<file path="config.mk">
export PLATFORM = sky130hd
export DESIGN_NAME = pulse_req_tx
export DESIGN_NICKNAME = d
export VERILOG_FILES = /design/src/rtl/pulse_tx_pkg.sv /design/src/rtl/sync2.sv /design/src/rtl/pulse_req_tx.sv
export SDC_FILE = /design/constraint.sdc
export NUM_CORES = 1
export LEC_CHECK = 0
export ABC_AREA = 1
export CAP_MARGIN = 20
export CORE_AREA = 2 2 39 41
export DETAILED_ROUTE_END_ITERATION = 8
export DIE_AREA = 0 0 41 43
export PLACE_DENSITY = 0.73
export SETUP_SLACK_MARGIN = 0.2
export SYNTH_ARGS = -nofsm -noshare
export SYNTH_HDL_FRONTEND = slang
export SYNTH_SLANG_ARGS = --single-unit
</file>
<file path="constraint.sdc">
create_clock -name clk -period 1.82 [get_ports clk]
set_input_delay 0.364 -clock clk [delete_from_list [all_inputs] [get_ports clk]]
set_output_delay 0.364 -clock clk [all_outputs]
set_load 0.01 [all_outputs]
</file>
<file path="src/rtl/pulse_tx_pkg.sv">
// rtl/pulse_tx_pkg.sv - shared types and helpers for the pulse request transmitter
package pulse_tx_pkg;

  // Handshake phases of the transmit side
  typedef enum logic [1:0] {
    IDLE   = 2'd0,
    REQ_HI = 2'd1,
    REQ_LO = 2'd2
  } tx_state_t;

  // Width of a counter that must reach min_hi-1; never narrower than one bit
  function automatic int hi_cnt_width(input int min_hi);
    return (min_hi > 1) ? $clog2(min_hi) : 1;
  endfunction

endpackage

</file>
<file path="src/rtl/sync2.sv">
// rtl/sync2.sv - two-flop synchronizer with asynchronous active-high reset
module sync2 #(
  parameter int W = 1
) (
  input  logic         clk,
  input  logic         rst,
  input  logic [W-1:0] d,
  output logic [W-1:0] q
);

  logic [W-1:0] meta;

  // First flop may go metastable; second flop gives it a full cycle to settle
  always_ff @(posedge clk or posedge rst) begin
    if (rst) begin
      meta <= '0;
      q    <= '0;
    end else begin
      meta <= d;
      q    <= meta;
    end
  end

endmodule

</file>
<file path="src/rtl/pulse_req_tx.sv">
// rtl/pulse_req_tx.sv - event pulses to 4-phase req/ack handshake, source side of a crossing
module pulse_req_tx
  import pulse_tx_pkg::*;
#(
  parameter int PEND_W = 3,
  parameter int MIN_HI = 2
) (
  input  logic              clk,
  input  logic              rst,
  input  logic              pulse_in,
  input  logic              ack_in,
  input  logic              clr_ovf,
  output logic              req_out,
  output logic              busy,
  output logic [PEND_W-1:0] pend_cnt,
  output logic              overflow
);

  localparam int                HI_W     = hi_cnt_width(MIN_HI);
  localparam logic [HI_W-1:0]   HI_LAST  = HI_W'(MIN_HI - 1);
  localparam logic [PEND_W-1:0] PEND_MAX = '1;

  tx_state_t       state;
  logic [HI_W-1:0] hi_cnt;
  logic            ack_s;
  logic            launch;
  logic            drop;

  // The acknowledge comes from another clock domain and is only used synchronized
  sync2 #(.W(1)) u_ack_sync (
    .clk (clk),
    .rst (rst),
    .d   (ack_in),
    .q   (ack_s)
  );

  // A new handshake starts from IDLE whenever something is queued or arriving now
  always_comb begin
    launch = (state == IDLE) && ((pend_cnt != '0) || pulse_in);
    drop   = pulse_in && !launch && (pend_cnt == PEND_MAX);
  end

  assign busy = (state != IDLE) || (pend_cnt != '0);

  // Pending-event queue depth; an arrival and a launch in the same cycle cancel
  always_ff @(posedge clk or posedge rst) begin
    if (rst) begin
      pend_cnt <= '0;
    end else if (!drop) begin
      pend_cnt <= pend_cnt + PEND_W'(pulse_in) - PEND_W'(launch);
    end
  end

  // Sticky drop flag; a fresh drop wins over a clear in the same cycle
  always_ff @(posedge clk or posedge rst) begin
    if (rst) begin
      overflow <= 1'b0;
    end else if (drop) begin
      overflow <= 1'b1;
    end else if (clr_ovf) begin
      overflow <= 1'b0;
    end
  end

  // Handshake FSM; req_out is set on entry to REQ_HI and cleared on exit so it is a clean flop
  always_ff @(posedge clk or posedge rst) begin
    if (rst) begin
      state   <= IDLE;
      req_out <= 1'b0;
      hi_cnt  <= '0;
    end else begin
      case (state)
        IDLE: begin
          if (launch) begin
            state   <= REQ_HI;
            req_out <= 1'b1;
            hi_cnt  <= '0;
          end
        end
        REQ_HI: begin
          if (hi_cnt != HI_LAST) begin
            hi_cnt <= hi_cnt + 1'b1;
          end
          if (ack_s && (hi_cnt == HI_LAST)) begin
            state   <= REQ_LO;
            req_out <= 1'b0;
          end
        end
        REQ_LO: begin
          if (!ack_s) begin
            state <= IDLE;
          end
        end
        default: begin
          state   <= IDLE;
          req_out <= 1'b0;
        end
      endcase
    end
  end

endmodule

</file>
==> results.cfg <==
[power_and_ir_drop]
ir_drop_v = 0.000771
p_leak_uw = 0.000399
p_per_area_nw_per_um2 = 1850

[critical_path]
crit_path_end_kind = flop
path_cells = nor2_4, nand3_2, nand2_4, inv_4, ha_4, inv_2, ha_4, fa_2, xor2_1, nand2_1
critPathArrivalTime_ns = 1.98
cp.required_ns = 1.96
cpPeakStageDelay_ns = 0.43
worstPathMaxFanout = 2
cp-start-kind = flop
cpMaxStageDelayCell = dfrtp_2
crit_top_cell = ha_4
worstSetupPathType = reg2reg

[global_route]
grt_pass1_vias = 430
grt_use_total_pct = 15.1
grt_pass1_wl_mm = 1.74
grt_max_degree = 11
overflow = 0
antenna_found_initial = 0

[floorplanning]
initial_core_util_pct = 37.3
boundaryPins = 11
core-area_um2 = 1380
dieArea_um2 = 1760
die_x_um = 41
rows = 14
dieHeight_um = 43

[clock_tree]
h-tree-depth = 1
clk_latency_ns = 0.26
clk_pin_slew_ns = 0.06
root_buffer = clkbuf_4
cts_buffer_depth = 2
numClockSinks = 10
cts_buffers = 3
cts_tree = built
ctsHoldBuffers = 0

[timing]
worst_pin_slew_ns = 0.366
setup_viol = 2
slew_viol_final = 0
rsz0062_at_grt = yes
clock_skew_ns = 0.00430
max_freq_mhz = 543
layout_setup_ws_ns = -0.0221
period_minus_slack_ns = 1.84
timing.final.crit_share_pct = 101
hold_viol_final = 0
maxSlewHeadroom_pct = 75.5

[synth]
synth_area_leaders = dfrtp_1, inv_1, nand2_1, ha_1, fa_1
synth_top_area_share_pct = 48.5
avgSynthCellArea_um2 = 9.37
syn_nets = 63
synth.largest_area_cell = dfrtp_1
ys_ff_latch = 10
synthFlopType = dfrtp_1
ys_warn_count = 0
synth-async-reset-ratio_pct = 100
synth_common_cells = inv_1, nand2_1, dfrtp_1
yosysMostFrequentCell = inv_1
synth.distinct_cells = 17
synth_edf_count = 0
netlist_area_um2 = 515
synthCells = 55
seq_area_frac_synth_pct = 48.5

[drt]
routedWlPerCell_um = 10.0
viasPerCell = 4.41
drtAntennaViolNets = 0
wirelength_um = 974
vias = 428
drtIter0Drc = 3
drc = 0
first_pass_iters = 2

[final_layout]
final_layout_size_suffix_gt1_share_pct = 43.2
layout.nets = 91
stdcell_area_um2 = 792
diodes = 0
area_delta_synth_final_pct = 53.6
post-route-util_pct = 57.2

[hold_path]
min_path_type = reg2reg

[status]
status = finished, violations left
violations = negative setup slack

[placement]
dp_hpwl_um = 824
place_congestion = 0.728
port_buffers = 10
placed_cell_area_um2 = 738

[job]
maxCapViolations = 0
[sequential cells by signal, summed over array words and instances (netlist names)]
signal and flops:
pend_cnt 3, state 2, hi_cnt 1, overflow 1, req_out 1, u_ack_sync.meta 1
u_ack_sync.q 1
[report_power, final]
part           switching, µW  internal (µW)
Sequential              73.3            323
Clock                   67.4           76.0
Combinational            454            474
[layout make-up]
type	instances	area, µm²
Clock buffer	3	22.5
Fill cell	131	592
Inverter	14	55.1
Multi-Input combinational cell	31	253
Sequential cell	10	253
Tap cell	16	20.0
Timing Repair Buffer	23	189
[worst max-delay path: cells and delay by family (launching register included)]
| kind | cells | cell delay [ns] |
|---|---|---|
| adders and majority gates | 3 | 0.72 |
| DFF | 1 | 0.43 |
| and+or+nand+nor | 4 | 0.37 |
| xor gates and xnor gates | 1 | 0.13 |
| buffers and inverters | 2 | 0.08 |
[through the flow]
stage | hold slack (ns) | setup TNS (ns) | setup slack, ns | power, µW | std cells
4_1_cts | 0.353 | -0.0863 | -0.0526 | 1480 | 96
3_5_place_dp | 0.340 | -0.862 | -0.433 | 1280 | 90
6_report | 0.357 | -0.0378 | -0.0221 | 1470 | 97
2_1_floorplan | 0.204 | -0.108 | -0.0591 | 912 | 55
5_1_grt | 0.365 | -0.201 | -0.102 | 1620 | 97
3_3_place_gp | 0.332 | -0.724 | -0.364 | 1230 | 90
[logic make-up (layout without fill, tap and decap cells)]
logic type,count (synthesis),in the layout,share of synthesized area [%]
and+or+nand+nor,23,23,25.0
DFF,10,10,48.5
buffers and inverters,14,40,10.2
adders and majority gates,3,3,8.74
xor gates and xnor gates,1,1,1.70
AOI/OAI and AO/OA,4,4,5.83
[repair_timing]
action | 4_1_cts | 5_1_grt
gates resized for setup | 11 | 0
buffers inserted | 3 | 1
endpoints found under the setup margin | 5 | 3
pin swaps | 8 | 4
[worst paths after layout]
check	to	slack [ns]	depth (start not counted)	start
max reg2reg	pend_cnt[2]	-0.02	10	pend_cnt[2]
min	u_ack_sync.q	0.36	0	u_ack_sync.meta
min in group asynchronous	state[1]	0.38	2	rst
max in group asynchronous	pend_cnt[2]	1.15	2	rst
max	pend_cnt[2]	-0.02	10	pend_cnt[2]
min reg2reg	u_ack_sync.q	0.36	0	u_ack_sync.meta
[metal layers]
layer  part of all wire (%)  up-vias  global-route usage (%)
li1                       -      220                       -
met1                     40      201                    17.1
met2                     57        5                    25.0
met3                    1.5        2                    4.71
met4                    1.5        0                    6.00
met5                      0        -                       0
[cell usage in the layout (no fill, tap or decap)]
cell type | netlist | routed
inv_1 | 14 | 10
dlygate4sd2_1 | 0 | 3
nor2_4 | 1 | 2
nand4_1 | 1 | 1
clkbuf_4 | 0 | 3
nand2_4 | 1 | 2
inv_4 | 0 | 1
o21ai_2 | 2 | 2
nand3_2 | 1 | 1
dfrtp_1 | 10 | 8
a21boi_0 | 1 | 1
nor3_4 | 1 | 1
fa_2 | 0 | 1
nand2_1 | 11 | 11
nand3_1 | 1 | 1
a21oi_1 | 1 | 1
inv_2 | 0 | 3
ha_4 | 0 | 2
nor2_1 | 4 | 3
dfrtp_2 | 0 | 2
xor2_1 | 1 | 1
nand2_2 | 2 | 1
buf_2 | 0 | 1
clkdlybuf4s50_1 | 0 | 6
buf_4 | 0 | 13
No activity file was read; power rests on OpenSTA's default activity.
